**config.mk**
```make
export PLATFORM = sky130hd
export DESIGN_NAME = column_frame_renderer_flat
export DESIGN_NICKNAME = d
export VERILOG_FILES = /design/src/rtl/column_frame_renderer_pkg.sv /design/src/rtl/column_frame_renderer_if.sv /design/src/rtl/column_frame_renderer_slice_span_calc.sv /design/src/rtl/column_frame_renderer.sv /design/src/flat_wrapper.sv
export SDC_FILE = /design/constraint.sdc
export NUM_CORES = 1
export LEC_CHECK = 0
export BUFFER_PORTS_ARGS = -buffer_cell sky130_fd_sc_hd__buf_2
export CAP_MARGIN = 20
export CORE_MARGIN = 2
export CORE_UTILIZATION = 60
export DETAILED_ROUTE_END_ITERATION = 6
export PLACE_DENSITY = 0.84
export SYNTH_ARGS = -nofsm -noshare
export SYNTH_HDL_FRONTEND = slang
export SYNTH_SLANG_ARGS = --single-unit
```
**constraint.sdc**
```tcl
create_clock -name clock -period 4.8 [get_ports clock]
set_input_delay 0.72 -clock clock [delete_from_list [all_inputs] [get_ports clock]]
set_output_delay 0.72 -clock clock [all_outputs]
set_load 0.005 [all_outputs]
```
**src/rtl/column_frame_renderer_pkg.sv**
```systemverilog
// Shared types and defaults for the column renderer: FSM states, the
// per-pixel colour source, and the row-to-colour decision.
package column_frame_renderer_pkg;

  localparam int DEF_SCREEN_W = 160;
  localparam int DEF_SCREEN_H = 120;

  typedef enum logic [1:0] {
    ST_IDLE = 2'd0,
    ST_REQ  = 2'd1,
    ST_DRAW = 2'd2
  } state_t;

  typedef enum logic [1:0] {
    SEL_CEIL  = 2'd0,
    SEL_WALL  = 2'd1,
    SEL_FLOOR = 2'd2
  } color_sel_t;

  // Rows above the wall span are ceiling and rows at or below bot are floor.
  function automatic color_sel_t pick_sel(input int y, input int top, input int bot);
    color_sel_t sel;
    if (y < top) begin
      sel = SEL_CEIL;
    end else if (y < bot) begin
      sel = SEL_WALL;
    end else begin
      sel = SEL_FLOOR;
    end
    return sel;
  endfunction

endpackage

```
**src/rtl/column_frame_renderer_if.sv**
```systemverilog
// Slice-request handshake towards the raycaster and pixel write port
// towards the frame buffer. The renderer is the master of both.
interface column_frame_renderer_if #(
  parameter int X_W     = 8,
  parameter int Y_W     = 7,
  parameter int COLOR_W = 3
);
  logic               slice_req;
  logic [X_W-1:0]     slice_column;
  logic               slice_valid;
  logic [Y_W-1:0]     slice_size;
  logic [COLOR_W-1:0] slice_color;

  logic               plot_en;
  logic               plot_ready;
  logic [X_W-1:0]     plot_x;
  logic [Y_W-1:0]     plot_y;
  logic [COLOR_W-1:0] plot_color;

  modport master (
    output slice_req, slice_column,
    input  slice_valid, slice_size, slice_color,
    output plot_en, plot_x, plot_y, plot_color,
    input  plot_ready
  );

  modport slave (
    input  slice_req, slice_column,
    output slice_valid, slice_size, slice_color,
    input  plot_en, plot_x, plot_y, plot_color,
    output plot_ready
  );
endinterface

```
**src/rtl/column_frame_renderer_slice_span_calc.sv**
```systemverilog
// Clamps a wall height to the screen and centres it vertically,
// giving the first wall row and the exclusive end row.
module slice_span_calc
  import column_frame_renderer_pkg::*;
#(
  parameter int SCREEN_H = DEF_SCREEN_H,
  parameter int Y_W      = 7
) (
  input  logic [Y_W-1:0] slice_size,
  output logic [Y_W-1:0] size_c,
  output logic [Y_W-1:0] top,
  output logic [Y_W-1:0] bot
);

  localparam logic [Y_W:0] H_EXT = (Y_W + 1)'(SCREEN_H);

  logic [Y_W:0] w_size_ext;
  logic [Y_W:0] w_size_c;
  logic [Y_W:0] w_gap;

  // One extra bit keeps the gap subtraction from wrapping.
  always_comb begin
    w_size_ext = {1'b0, slice_size};
    w_size_c   = (w_size_ext > H_EXT) ? H_EXT : w_size_ext;
    w_gap      = H_EXT - w_size_c;
  end

  assign size_c = w_size_c[Y_W-1:0];
  assign top    = w_gap[Y_W:1];
  assign bot    = w_gap[Y_W:1] + w_size_c[Y_W-1:0];

endmodule

```
**src/rtl/column_frame_renderer.sv**
```systemverilog
// Per-frame column renderer: fetches one wall slice per column, then writes
// that column top to bottom (ceiling, wall, floor) into the frame buffer.
module column_frame_renderer
  import column_frame_renderer_pkg::*;
#(
  parameter int SCREEN_W = DEF_SCREEN_W,
  parameter int SCREEN_H = DEF_SCREEN_H,
  parameter int X_W      = 8,
  parameter int Y_W      = 7,
  parameter int COLOR_W  = 3,
  parameter int FILL_BG  = 1
) (
  input  logic                clock,
  input  logic                reset,
  input  logic                frame_tick,
  input  logic [COLOR_W-1:0]  ceil_color,
  input  logic [COLOR_W-1:0]  floor_color,
  output logic                busy,
  output logic                frame_done,
  output logic                frame_overrun,
  column_frame_renderer_if.master bus
);

  localparam logic [X_W-1:0] LAST_COL = X_W'(SCREEN_W - 1);
  localparam logic [Y_W-1:0] LAST_ROW = Y_W'(SCREEN_H - 1);
  localparam bit             FILL     = (FILL_BG != 0);

  state_t             r_state, w_state_next;
  logic               r_tick_q;
  logic [X_W-1:0]     r_column, w_column_next;
  logic [COLOR_W-1:0] r_ceil, w_ceil_next;
  logic [COLOR_W-1:0] r_floor, w_floor_next;
  logic [COLOR_W-1:0] r_wall, w_wall_next;
  logic [Y_W-1:0]     r_top, w_top_next;
  logic [Y_W-1:0]     r_bot, w_bot_next;
  logic               r_plot_en, w_plot_en_next;
  logic [X_W-1:0]     r_plot_x, w_plot_x_next;
  logic [Y_W-1:0]     r_plot_y, w_plot_y_next;
  logic [COLOR_W-1:0] r_plot_color, w_plot_color_next;
  logic               r_busy, w_busy_next;
  logic               r_done, w_done_next;
  logic               r_overrun, w_overrun_next;

  logic [Y_W-1:0]     w_size_c, w_top, w_bot;
  logic [Y_W-1:0]     w_first_y, w_last_y, w_y_inc;
  logic               w_edge, w_col_end;

  slice_span_calc #(
    .SCREEN_H (SCREEN_H),
    .Y_W      (Y_W)
  ) u_span (
    .slice_size (bus.slice_size),
    .size_c     (w_size_c),
    .top        (w_top),
    .bot        (w_bot)
  );

  function automatic logic [COLOR_W-1:0] sel_color(
    input color_sel_t         sel,
    input logic [COLOR_W-1:0] ceil_c,
    input logic [COLOR_W-1:0] wall_c,
    input logic [COLOR_W-1:0] floor_c
  );
    logic [COLOR_W-1:0] c;
    case (sel)
      SEL_CEIL: c = ceil_c;
      SEL_WALL: c = wall_c;
      default:  c = floor_c;
    endcase
    return c;
  endfunction

  always_comb begin
    w_edge            = frame_tick & ~r_tick_q;
    w_first_y         = FILL ? '0 : w_top;
    w_last_y          = FILL ? LAST_ROW : (r_bot - Y_W'(1));
    w_y_inc           = r_plot_y + Y_W'(1);
    w_state_next      = r_state;
    w_column_next     = r_column;
    w_ceil_next       = r_ceil;
    w_floor_next      = r_floor;
    w_wall_next       = r_wall;
    w_top_next        = r_top;
    w_bot_next        = r_bot;
    w_plot_en_next    = r_plot_en;
    w_plot_x_next     = r_plot_x;
    w_plot_y_next     = r_plot_y;
    w_plot_color_next = r_plot_color;
    w_busy_next       = r_busy;
    w_done_next       = 1'b0;
    w_overrun_next    = w_edge && (r_state != ST_IDLE);
    w_col_end         = 1'b0;

    case (r_state)
      ST_IDLE: begin
        if (w_edge) begin
          w_ceil_next   = ceil_color;
          w_floor_next  = floor_color;
          w_column_next = '0;
          w_busy_next   = 1'b1;
          w_state_next  = ST_REQ;
        end
      end
      ST_REQ: begin
        if (bus.slice_valid) begin
          w_wall_next = bus.slice_color;
          w_top_next  = w_top;
          w_bot_next  = w_bot;
          if (!FILL && (w_size_c == '0)) begin
            w_col_end = 1'b1;
          end else begin
            // First pixel goes out straight from the live slice so the column
            // streams without a bubble after the handshake.
            w_state_next      = ST_DRAW;
            w_plot_en_next    = 1'b1;
            w_plot_x_next     = r_column;
            w_plot_y_next     = w_first_y;
            w_plot_color_next = sel_color(pick_sel(int'(w_first_y), int'(w_top), int'(w_bot)),
                                          r_ceil, bus.slice_color, r_floor);
          end
        end
      end
      ST_DRAW: begin
        if (bus.plot_ready) begin
          if (r_plot_y == w_last_y) begin
            w_plot_en_next = 1'b0;
            w_col_end      = 1'b1;
          end else begin
            w_plot_y_next     = w_y_inc;
            w_plot_color_next = sel_color(pick_sel(int'(w_y_inc), int'(r_top), int'(r_bot)),
                                          r_ceil, r_wall, r_floor);
          end
        end
      end
      default: w_state_next = ST_IDLE;
    endcase

    if (w_col_end) begin
      if (r_column == LAST_COL) begin
        w_state_next = ST_IDLE;
        w_busy_next  = 1'b0;
        w_done_next  = 1'b1;
      end else begin
        w_column_next = r_column + X_W'(1);
        w_state_next  = ST_REQ;
      end
    end
  end

  always_ff @(posedge clock) begin
    if (reset) begin
      r_state      <= ST_IDLE;
      r_tick_q     <= 1'b0;
      r_column     <= '0;
      r_ceil       <= '0;
      r_floor      <= '0;
      r_wall       <= '0;
      r_top        <= '0;
      r_bot        <= '0;
      r_plot_en    <= 1'b0;
      r_plot_x     <= '0;
      r_plot_y     <= '0;
      r_plot_color <= '0;
      r_busy       <= 1'b0;
      r_done       <= 1'b0;
      r_overrun    <= 1'b0;
    end else begin
      r_state      <= w_state_next;
      r_tick_q     <= frame_tick;
      r_column     <= w_column_next;
      r_ceil       <= w_ceil_next;
      r_floor      <= w_floor_next;
      r_wall       <= w_wall_next;
      r_top        <= w_top_next;
      r_bot        <= w_bot_next;
      r_plot_en    <= w_plot_en_next;
      r_plot_x     <= w_plot_x_next;
      r_plot_y     <= w_plot_y_next;
      r_plot_color <= w_plot_color_next;
      r_busy       <= w_busy_next;
      r_done       <= w_done_next;
      r_overrun    <= w_overrun_next;
    end
  end

  assign bus.slice_req    = (r_state == ST_REQ);
  assign bus.slice_column = r_column;
  assign bus.plot_en      = r_plot_en;
  assign bus.plot_x       = r_plot_x;
  assign bus.plot_y       = r_plot_y;
  assign bus.plot_color   = r_plot_color;
  assign busy             = r_busy;
  assign frame_done       = r_done;
  assign frame_overrun    = r_overrun;

endmodule

```
**src/flat_wrapper.sv**
```systemverilog
// flat-port wrapper written by rule: the top's interface ports become plain ports
module column_frame_renderer_flat import column_frame_renderer_pkg::*;
#(
  parameter int SCREEN_W = DEF_SCREEN_W,
  parameter int SCREEN_H = DEF_SCREEN_H,
  parameter int X_W      = 8,
  parameter int Y_W      = 7,
  parameter int COLOR_W  = 3,
  parameter int FILL_BG  = 1
)
  (clock, reset, frame_tick, ceil_color, floor_color, busy, frame_done, frame_overrun, bus_slice_req, bus_slice_column, bus_slice_valid, bus_slice_size, bus_slice_color, bus_plot_en, bus_plot_x, bus_plot_y, bus_plot_color, bus_plot_ready);
  column_frame_renderer_if #(.X_W(X_W), .Y_W(Y_W), .COLOR_W(COLOR_W)) bus_i ();
  input  logic clock;
  input  logic reset;
  input  logic frame_tick;
  input  logic [COLOR_W-1:0] ceil_color;
  input  logic [COLOR_W-1:0] floor_color;
  output logic busy;
  output logic frame_done;
  output logic frame_overrun;
  output wire logic [$bits(bus_i.slice_req)-1:0] bus_slice_req;
  output wire logic [$bits(bus_i.slice_column)-1:0] bus_slice_column;
  input wire logic [$bits(bus_i.slice_valid)-1:0] bus_slice_valid;
  input wire logic [$bits(bus_i.slice_size)-1:0] bus_slice_size;
  input wire logic [$bits(bus_i.slice_color)-1:0] bus_slice_color;
  output wire logic [$bits(bus_i.plot_en)-1:0] bus_plot_en;
  output wire logic [$bits(bus_i.plot_x)-1:0] bus_plot_x;
  output wire logic [$bits(bus_i.plot_y)-1:0] bus_plot_y;
  output wire logic [$bits(bus_i.plot_color)-1:0] bus_plot_color;
  input wire logic [$bits(bus_i.plot_ready)-1:0] bus_plot_ready;
  assign bus_slice_req = bus_i.slice_req;
  assign bus_slice_column = bus_i.slice_column;
  assign bus_i.slice_valid = bus_slice_valid;
  assign bus_i.slice_size = bus_slice_size;
  assign bus_i.slice_color = bus_slice_color;
  assign bus_plot_en = bus_i.plot_en;
  assign bus_plot_x = bus_i.plot_x;
  assign bus_plot_y = bus_i.plot_y;
  assign bus_plot_color = bus_i.plot_color;
  assign bus_i.plot_ready = bus_plot_ready;
  column_frame_renderer #(.SCREEN_W(SCREEN_W), .SCREEN_H(SCREEN_H), .X_W(X_W), .Y_W(Y_W), .COLOR_W(COLOR_W), .FILL_BG(FILL_BG)) u_core (.clock(clock), .reset(reset), .frame_tick(frame_tick), .ceil_color(ceil_color), .floor_color(floor_color), .busy(busy), .frame_done(frame_done), .frame_overrun(frame_overrun), .bus(bus_i));
endmodule
```
# After elaboration in Yosys (flattened, before gate mapping)
# Cells that the tools add are included.
# Widths: inputs -> output; s select.
[word_totals] in_bits=21 elab_cells=93 register_bits=56
[classes] n_addsub=4 order_cmp=5 muxes=41 n_eq_ne=13 n_reduce_logical=12 n_bitwise=3
[ops] op="$mux 8" count=4
[ops] op="$mux 7" count=4
[ops] op="$mux 2" count=12
[ops] op="$pmux 3 s2" count=3
[ops] op="$lt 1x7->1 const A" count=2
[ops] op="$lt 7x7->1" count=2
[ops] op="$pmux 7 s2" count=1
[ops] op="$mux 1" count=12
[ops] op="$mux 3" count=3
[ops] op="$add 8x1->8 const B" count=1
[ops] op="$eq 8x8->1 const B" count=1
[ops] op="$reduce_and 4->1" count=2
[ops] op="$sub 7x7->8 const A" count=1
[ops] op="$add 7x1->7 const B" count=1
[ops] op="$add 7x7->7" count=1
[ops] op="$eq 7x7->1 const B" count=1
[ops] op="$gt 7x7->1 const B" count=1
[ops] op="$eq 2x1->1 const B" count=3
[ops] op="$logic_not 2->1" count=3
[ops] op="$ne 2x1->1 const B" count=3
[ops] op="$ne 3x1->1 const B" count=2
[ops] op="$pmux 2 s3" count=1
[ops] op="$ne 2x2->1 const B" count=2
[ops] op="$reduce_and 2->1" count=2
[ops] op="8 further kinds" count=10

# Longest topological paths before layout
# Gate-level depths: netlist (run 1).
[depth] depth_word=13 depth_mapped=15 ltp_nobuf=14

# Modules after synthesis
# A second synthesis (run 1) with hierarchy kept.
[unflattened] hier_cells=419 area_unflattened_um2=3261.9
[by_module_without_submodules] mod="column_frame_renderer" instances=1 cells_each=357 seq_area_each_um2=1121.1 area_each_um2=2839.0
[by_module_without_submodules] mod="slice_span_calc" instances=1 cells_each=62 seq_area_each_um2=0.0 area_each_um2=422.9

# Worst setup path after synthesis (run 1)
# OpenSTA, ideal clock, no wires.
[synth_path] path_type="input-to-reg" startpoint="input port bus_slice_size[6]" endpoint="register u_core.r_plot_color[0], in the netlist u_core.bus.plot_color[0]" t_arrival_ps=3288 cell_stages=15 t_required_ps=4676 path_slack_ps=1388 cell_sequence="buf_4 nand4_1 nand2_1 ha_1 and2b_1 nor2b_1 o22a_1 inv_1 ha_1 o31ai_1 a31oi_1 xor2_1 or3_4 o211ai_1 nand3_1"
[synth_between] elab_chain_cells=13
[synth_rtl] element="from (decl)" line_no="flat_wrapper.sv:24" source="input wire logic [$bits(bus_i.slice_size)-1:0] bus_slice_size;"
[synth_rtl] element="$gt 7x7->1 *" line_no="column_frame_renderer_slice_span_calc.sv:24" source="w_size_c = (w_size_ext > H_EXT) ? H_EXT : w_size_ext;"
[synth_rtl] element="$mux 7 *" line_no="column_frame_renderer_slice_span_calc.sv:24"
[synth_rtl] element="$sub 7x7->8 *" line_no="column_frame_renderer_slice_span_calc.sv:25" source="w_gap = H_EXT - w_size_c;"
[synth_rtl] element="named net u_core.u_span.top[3]" line_no="column_frame_renderer_slice_span_calc.sv:11" source="output logic [Y_W-1:0] top,"
[synth_rtl] element="$add 7x7->7" line_no="column_frame_renderer_slice_span_calc.sv:30" source="assign bot = w_gap[Y_W:1] + w_size_c[Y_W-1:0];"
[synth_rtl] element="$lt 1x7->1" line_no="column_frame_renderer_pkg.sv:25" source="end else if (y < bot) begin"
[synth_rtl] element="$mux 2" line_no="column_frame_renderer_pkg.sv:25"
[synth_rtl] element="$mux 2 *" line_no="column_frame_renderer_pkg.sv:23" source="if (y < top) begin"
[synth_rtl] element="$mux 2 *" line_no="column_frame_renderer.sv:105" source="if (bus.slice_valid) begin"
[synth_rtl] element="$mux 2 *" line_no="column_frame_renderer.sv:94" source="case (r_state)"
[synth_rtl] element="$eq 2x1->1 or $logic_not 2->1 (tied branches)" line_no="column_frame_renderer.sv:65" source="case (sel)"
[synth_rtl] element="$pmux 3 s2 *" line_no="column_frame_renderer.sv:65"
[synth_rtl] element="$mux 3 *" line_no="column_frame_renderer.sv:105"
[synth_rtl] element="$pmux 3 s2 *" line_no="column_frame_renderer.sv:94"
[synth_rtl] element="to (signal assigned)" line_no="column_frame_renderer.sv:179" source="r_plot_color <= w_plot_color_next;"
[synth_rtl] element="to (decl)" line_no="column_frame_renderer.sv:39" source="logic [COLOR_W-1:0] r_plot_color, w_plot_color_next;"
# The timed path passes the listed nets; every way through them passes the cells marked *. The select of a mux whose other input is x is not followed.
# A chain may end at the register's enable or synchronous reset.

# Final worst setup path (run 1)
# Ends and elaborated chain as after synthesis.

==> impl_metrics.tcl, run 1 <==
set metrics [dict create \
    core_area_um2 5110 \
    htreeDepth 2 \
    worst_path_most_repeated_cell "ha_1" \
    dp.cells 505 \
    vias 2933 \
    cts_root_buffer "clkbuf_8" \
    internal_power_mw 0.663 \
    synth_edf_count 0 \
    synthAdderAreaFrac_pct 7.85 \
    setup-violations-final 0 \
    gp_congestion 0.946 \
    clkSlewWorstSetupHoldPaths_ps 100 \
    synth-seq-cells 56 \
    track_usage_pct 24.9 \
    worstSetupStartpoint "bus_slice_size[6]" \
    grt_max_degree 53 \
    maxSlewViolCount 0 \
    setup_ws_ps 1330 \
    end_kind "flip-flop" \
    crit_chain "buf_2 -> nand4_1 -> nand2_1 -> ha_1 -> and2b_1 -> nor2b_1 -> o22a_1 -> inv_1 -> ha_1 -> o31ai_1 -> a31oi_1 -> xor2_1 -> or3_4 -> o211ai_1 -> nand3_1" \
    p_leak_nw 1.58 \
    dieHeight_um 76.9 \
    synthTopCellsByArea "dfxtp_1 35%, ha_1 7.8%, nand2_1 6.9%" \
    r2r_cells 12 \
    dieArea_um2 5910 \
    cp-endpoint "u_core.bus.plot_color[0]$_SDFFE_PP0P_" \
    drt-initial-drc-count 221 \
    powerDensity_nw_per_um2 265 \
    cp-start-kind "input port" \
    clock.fmax_mhz 288 \
    yosys.area.top_type_share_pct 35.2 \
    syn_to_final_growth_pct 11.8 \
    synth_compound_area_share_pct 18.0 \
    power_frac_comb_pct 20.1 \
    antenna_left 0 \
    hp-class "reg -> reg" \
    synth_ff_type "dfxtp_1" \
    cp_max_fo 9 \
    p_seq_share_pct 52.1 \
    cts.sinks 56 \
    dp_hpwl_um 5170 \
    seqCellArea_um2 1120 \
    n_fill_cell 441 \
    cts_setup_buffers 0 \
    criticalPathCategory "in -> reg" \
    overflow 0 \
    vias_per_cell 5.72 \
    antenna_found_initial 0 \
    drive_gt1_share_pct 17.4 \
    wire_per_inst_um 14.0 \
    rows 26 \
    hold_buffers 0 \
    fin_worst_skew_ps 7.83 \
    netlist_area_um2 3190 \
    clkPwrFrac_pct 27.8 \
    drv_cap 0 \
    fin_crit_ps 3470 \
    finalNonFillerCells 513 \
    ios 52 \
    rr_startpoint "u_core.bus.plot_y[0]$_SDFFE_PP0P_" \
    synth_nets 441 \
    path_buf_inv 2 \
    clock_latency_ps 310 \
    max_stage_delay_ps 410 \
    fin_crit_sh_pct 72.3 \
    slowest_stage "or3_4" \
    worstPathArrival_ps 3670 \
    drtPass1Iterations 4 \
    clockBufferDepth 2 \
    status "finished clean" \
    ys_types 59 \
    synth.yosys.warnings 0 \
    ys_seq_area_share_pct 35.2 \
    cts_tree "done" \
    avgSynthCellArea_um2 7.97 \
    cts_resized 0 \
    placedInstanceArea_um2 3470 \
    wl_um 7180 \
    max_slew_margin_pct 38.6 \
    synth-simple-area-share_pct 25.0 \
    switchingPower_mw 0.282 \
    place_ws_ps 1070 \
    numCtsBuffers 5 \
    finalSetupTns_ps 0 \
    hold_violations 0 \
    ir_drop_v 0.000172 \
    synthCells 400 \
    swShare_pct 29.9 \
    grt_pass1_vias 2712 \
    synth_xor_area_share_pct 4.63 \
    tightest_slew_ps 921 \
    antennaDiodeCount 0 \
    die_w_um 76.9 \
    final_net_count 483 \
    holdWs_ps 456 \
    drc 0 \
    rsz0062_at_grt "no" \
    r2r-end "u_core.bus.plot_color[0]$_SDFFE_PP0P_" \
    cp_top_family "simple AND/OR/NAND/NOR gates" \
    cp.depth 15 \
    cp_data_required_time_ps 4990 \
    synth_top_cell_by_area "dfxtp_1" \
    final_area_um2 3560 \
    postSynth.asyncResetShare_pct 0 \
    initial_utilization_pct 62.4 \
    grt_pass1_wl_um 12100 \
    r2r_slack_ps 1490 \
    muxShareOfSynthArea_pct 3.65 \
    portBuffers 51 \
    multi_input_area_um2 1890 \
    synth_top_family_by_area "simple AND/OR/NAND/NOR gates" \
]
## layout make-up
| cell class | count | area share, % |
|---|---|---|
| flip-flops and latches | 56 | 31.4 |
| clock buffers | 5 | 1.93 |
| repair buffers | 53 | 7.58 |
| well taps | 70 | 2.46 |
| inverters | 29 | 3.05 |
| multi-input cells | 297 | 52.9 |
| clock inverters | 3 | 0.632 |
## stage by stage
| step | total power [mW] | utilization [%] |
|---|---|---|
| floorplan | 0.640 | - |
| global placement | 0.682 | 68.0 |
| detailed placement | 0.690 | 68.0 |
| CTS | 0.948 | 69.8 |
| global route | 0.992 | 69.8 |
| finish | 0.945 | 69.8 |
## layout by cell type (no fill, tap or decap), types with 4 or more instances in the layout
cell type and n:
buf_2 51, and2b_1 4, xnor2_1 6, nand4_1 7, a21oi_1 32, a211oi_1 6, clkbuf_8 5, o211ai_1 4
nand2_1 59, nor2_1 47, ha_1 20, inv_1 29, o21ai_0 7, dfxtp_1 56, a31oi_1 5, nor3_1 7
mux2i_1 9, a21o_1 5, nand3_1 14, xor2_1 9
## flip-flops by register name (all words and copies together) (netlist names)
name and flops:
u_core.bus.plot_y 7, u_core.bus.slice_column 8, u_core.r_bot 7, u_core.bus.plot_x 8, u_core.bus.plot_en 1, u_core.r_top 7
u_core.r_floor 3, u_core.r_wall 3, u_core.r_tick_q 1, u_core.frame_overrun 1, u_core.busy 1, u_core.r_state 2
u_core.frame_done 1, u_core.r_ceil 3, u_core.bus.plot_color 3
## worst register-to-register path, cell delays in order (launching register included)
cell      delay (ps)
dfxtp_1          450
ha_1             290
nand3_1          200
nor2_1           160
xor2_1           310
ha_1             210
o211a_1          180
nand2_1           50
o211ai_1         450
mux2i_1          150
a221oi_1         490
o211ai_1         180
nand3_1          120
## cells by family after synthesis
family | after synthesis
buffers and inverters | 47
flip-flops | 56
adder cells (fa/ha/maj) | 20
XOR/XNOR | 16
AND/OR/NAND/NOR | 165
multiplexers | 11
AO/OA/AOI/OAI | 85
## power groups by stage
stage	Sequential (mW)	Clock [mW]	Combinational [mW]
floorplan	0.500	0	0.140
global placement	0.502	0	0.180
detailed placement	0.503	0	0.187
CTS	0.492	0.267	0.189
global route	0.494	0.286	0.212
finish	0.492	0.262	0.190
## Yosys cell counts (all sizes together), types with 2 or more instances
| cell type | count |
|---|---|
| nor3 | 8 |
| mux2i | 9 |
| nand3 | 15 |
| o21bai | 3 |
| and2b | 5 |
| a2111oi | 2 |
| a221oi | 3 |
| and2 | 3 |
| a211oi | 6 |
| xnor2 | 7 |
| or3 | 3 |
| a31oi | 5 |
| clkbuf | 16 |
| mux2 | 2 |
| a221o | 3 |
| a21oi | 32 |
| nor2b | 3 |
| inv | 29 |
| nand3b | 3 |
| nand2b | 2 |
| nand2 | 59 |
| or2 | 2 |
| o21ai | 7 |
| a21o | 5 |
| nand4 | 8 |
| ha | 20 |
| a22oi | 2 |
| dfxtp | 56 |
| o31ai | 3 |
| nor4 | 2 |
| buf | 2 |
| o22a | 2 |
| o211ai | 5 |
| xor2 | 9 |
| nor2 | 47 |
## how the worst min path moves through the flow
stage	startpoint	endpoint	depth (start not counted)
after floorplan	u_core.r_top[6]$_SDFFE_PP0P_	u_core.r_top[6]$_SDFFE_PP0P_	2
after global placement	u_core.bus.plot_x[1]$_SDFFE_PP0P_	u_core.bus.plot_x[1]$_SDFFE_PP0P_	2
after detailed placement	u_core.bus.plot_x[3]$_SDFFE_PP0P_	u_core.bus.plot_x[3]$_SDFFE_PP0P_	2
after CTS	u_core.bus.plot_x[3]$_SDFFE_PP0P_	u_core.bus.plot_x[3]$_SDFFE_PP0P_	2
after global routing	u_core.bus.plot_x[3]$_SDFFE_PP0P_	u_core.bus.plot_x[3]$_SDFFE_PP0P_	2
final	u_core.bus.plot_x[7]$_SDFFE_PP0P_	u_core.bus.plot_x[7]$_SDFFE_PP0P_	2
## per-layer routing
| layer | GRT usage [%] | vias up | routed length, µm |
|---|---|---|---|
| met4 | 9.82 | 0 | 151 |
| met5 | 0 | - | 0 |
| met1 | 31.1 | 1378 | 3210 |
| met3 | 4.71 | 15 | 265 |
| met2 | 42.3 | 74 | 3550 |
| li1 | - | 1466 | - |
Note: power is estimated with default switching activity, not from simulation.
==> run 2: changes to the inputs <==
--- a/config.mk
+++ b/config.mk
@@ -5,12 +5,13 @@
 export SDC_FILE = /design/constraint.sdc
 export NUM_CORES = 1
 export LEC_CHECK = 0
+export ABC_AREA = 1
 export BUFFER_PORTS_ARGS = -buffer_cell sky130_fd_sc_hd__buf_2
 export CAP_MARGIN = 20
 export CORE_MARGIN = 2
-export CORE_UTILIZATION = 60
+export CORE_UTILIZATION = 57
 export DETAILED_ROUTE_END_ITERATION = 6
-export PLACE_DENSITY = 0.84
+export PLACE_DENSITY = 0.8
 export SYNTH_ARGS = -nofsm -noshare
 export SYNTH_HDL_FRONTEND = slang
 export SYNTH_SLANG_ARGS = --single-unit
==> constraint.sdc (replaced) <==
create_clock -name clock -period 3.29 [get_ports clock]
set_input_delay 0.4935 -clock clock [delete_from_list [all_inputs] [get_ports clock]]
set_output_delay 0.4935 -clock clock [all_outputs]
set_load 0.005 [all_outputs]
==> run 2 against run 1 <==
Die area increased by 8.7%. Final area is 4.4% higher. Non-clock buffer count up 4. Total power grew to 2.6 times the previous value. Wire length rose by 5.9%. Synthesized area is 3.8% higher. Critical path depth is 3 higher. Critical endpoint is now u_core.bus.plot_color[2]$_SDFFE_PP0P_. Sequential cell count did not move. Clock skew grew 4.8 ps. Final cell count grew 13%. Worst setup slack got worse by 1000 ps. Combinational power increased to 6.1 times the previous value.
==> impl_metrics.tcl, run 2 <==
set metrics [dict create \
    status "finished clean" \
    grt_pass1_vias 2823 \
    worst_path_most_repeated_cell "nand2_1" \
    layout_common_cells "74 x inv_1, 56 x dfxtp_1, 55 x nand2_1, 51 x buf_2, 43 x a21oi_1" \
    syn_to_final_growth_pct 12.4 \
    maxSlewViolCount 0 \
    synth_compound_area_share_pct 18.6 \
    worstSetupStartpoint "u_core.bus.plot_y[0]$_SDFFE_PP0P_" \
    overflow 0 \
    synth_top_cell_by_area "dfxtp_1" \
    hold_buffers 0 \
    die_w_um 80.2 \
    netlist_area_um2 3310 \
    criticalPathCategory "reg -> reg" \
    worstPathArrival_ps 3240 \
    synthCells 460 \
    post-synth-top-count-cell "inv_1" \
    grt_max_degree 30 \
    synthTopCellsByArea "dfxtp_1 34%, inv_1 8.4%, ha_1 7.6%" \
    final_net_count 550 \
    ir_drop_v 0.000404 \
    synth_edf_count 0 \
    clkSlewWorstSetupHoldPaths_ps 100 \
    dieArea_um2 6430 \
    cp_top_family "compound AO/OA/AOI/OAI gates" \
    cp-start-kind "flip-flop" \
    wire_per_inst_um 13.1 \
    hp-class "in -> reg" \
    powerDensity_nw_per_um2 671 \
    track_usage_pct 24.6 \
    cts_setup_buffers 0 \
    rr_startpoint "u_core.bus.plot_y[0]$_SDFFE_PP0P_" \
    hold_start "frame_tick" \
    cts_root_buffer "clkbuf_8" \
    grt_pass1_wl_um 12700 \
    clock_latency_ps 310 \
    n_fill_cell 511 \
    synth_xor_area_share_pct 1.85 \
    drc 0 \
    synthAdderAreaFrac_pct 7.56 \
    synthTopCellsByCount "74 x inv_1, 56 x dfxtp_1, 55 x nand2_1" \
    synth_nets 501 \
    gp_congestion 0.852 \
    synth_top_family_by_area "simple AND/OR/NAND/NOR gates" \
    wl_um 7600 \
    drive_gt1_share_pct 22.0 \
    muxShareOfSynthArea_pct 0 \
    ys_types 43 \
    core_area_um2 5540 \
    cts_tree "done" \
    holdWs_ps 402 \
    max_slew_margin_pct 47.9 \
    slowest_stage "dfxtp_1" \
    avgSynthCellArea_um2 7.19 \
    htreeDepth 2 \
    ios 52 \
    path_buf_inv 3 \
    crit_chain "ha_1 -> nand2_1 -> inv_2 -> nand2_1 -> nor2_1 -> xor2_1 -> ha_1 -> nand2_1 -> inv_1 -> a221oi_1 -> nand2_1 -> o22ai_1 -> a31oi_1 -> nand2_1 -> nand2_1 -> inv_1 -> nand2_1 -> a21oi_2" \
    ys_seq_area_share_pct 33.9 \
    max_stage_delay_ps 500 \
    rsz0062_at_grt "no" \
    synth.yosys.warnings 0 \
    rows 27 \
    cp_max_fo 7 \
    dp_hpwl_um 5710 \
    tightest_slew_ps 781 \
    dieHeight_um 80.2 \
    postSynth.asyncResetShare_pct 0 \
    fin_crit_sh_pct 91.0 \
    portBuffers 51 \
    setup-violations-final 0 \
    fin_total_pwr_mw 2.50 \
    end_kind "flip-flop" \
    cp_data_required_time_ps 3530 \
    fin_worst_skew_ps 12.7 \
    initial_utilization_pct 59.7 \
    antennaDiodeCount 0 \
    synth_ff_type "dfxtp_1" \
    antenna_found_initial 0 \
    antenna_left 0 \
    numCtsBuffers 5 \
    cts.sinks 56 \
    vias_per_cell 5.41 \
    fin_crit_ps 2990 \
    drt-initial-drc-count 187 \
    yosys.area.top_type_share_pct 33.9 \
    p_leak_nw 1.82 \
    cts_resized 0 \
    synth-simple-area-share_pct 26.0 \
    synth-seq-cells 56 \
    vias 3150 \
    drv_cap 0 \
    clockBufferDepth 2 \
    drtPass1Iterations 4 \
    clock.fmax_mhz 334 \
    final_common_cell "inv_1" \
    hold_violations 0 \
]
-- run 2: cell types whose count changed in the layout (fill, tap and decap cells not counted), moves of 6 or more --
| cell | previous run | this run |
|---|---|---|
| o21ai_0 | 7 | 38 |
| a21oi_1 | 32 | 43 |
| nand2_2 | 0 | 9 |
| inv_2 | 0 | 7 |
| inv_1 | 29 | 74 |
| mux2i_1 | 9 | 0 |
| nand3_2 | 1 | 7 |
| nand3_1 | 14 | 25 |
-- run 2: report_power, final --
group          total, mW  leakage (nW)  internal [mW]  switching, mW
registers          0.960         0.458          0.861         0.0985
logic               1.16          1.32          0.422          0.736
clock network      0.380        0.0445          0.152          0.228
-- run 2: logic make-up (layout without fill, tap and decap cells) --
family                     Yosys count  after routing
DFF                                 56             56
adders and majority gates           20             20
xor gates and xnor gates             7              7
buffers and inverters               98            148
AOI/OAI and AO/OA                  109            109
and+or+nand+nor                    170            170
-- run 2: area by class of cell --
type / count / area [µm²] / share of cell area [%]
Timing Repair Buffer: 57 / 300 / 8.07
Multi-Input combinational cell: 306 / 1800 / 48.4
Clock inverter: 3 / 21.3 / 0.572
Clock buffer: 5 / 68.8 / 1.85
Inverter: 83 / 319 / 8.57
Tap cell: 72 / 90.1 / 2.42
Sequential cell: 56 / 1120 / 30.1
-- run 2: path summary, 6_finish.rpt --
path	end	slack (ps)	cells past startpoint
hold / removal	u_core.r_tick_q$_SDFF_PP0_	400	3
setup reg to reg	u_core.bus.plot_color[2]$_SDFFE_PP0P_	300	18
setup / recovery	u_core.bus.plot_color[2]$_SDFFE_PP0P_	300	18
hold reg to reg	u_core.r_wall[0]$_SDFFE_PP0P_	460	2
-- run 2: routing by layer --
layer | global-route usage, % | up-vias | wire (µm)
met5 | 0 | - | 0
met4 | 6.10 | 0 | 64
met3 | 3.37 | 8 | 313
met2 | 41.6 | 78 | 3640
met1 | 33.0 | 1465 | 3590
li1 | - | 1599 | -
-- run 2: tightest hold or removal path, stage by stage --
cell and delay [ps]:
buf_2 70, inv_1 40, nor2_1 70
-- run 2: stage by stage --
| stage | utilization [%] | worst slack, ps | instances | TNS [ps] | instance area [µm²] |
|---|---|---|---|---|---|
| after floorplan | - | 253 | 460 | 0 | 3310 |
| final | 67.2 | 295 | 582 | 0 | 3720 |
| after global placement | 65.3 | 126 | 574 | 0 | 3620 |
| after global routing | 67.2 | 36.1 | 582 | 0 | 3720 |
| after CTS | 66.9 | 287 | 582 | 0 | 3710 |
| after detailed placement | 65.3 | -39.5 | 574 | -102 | 3620 |
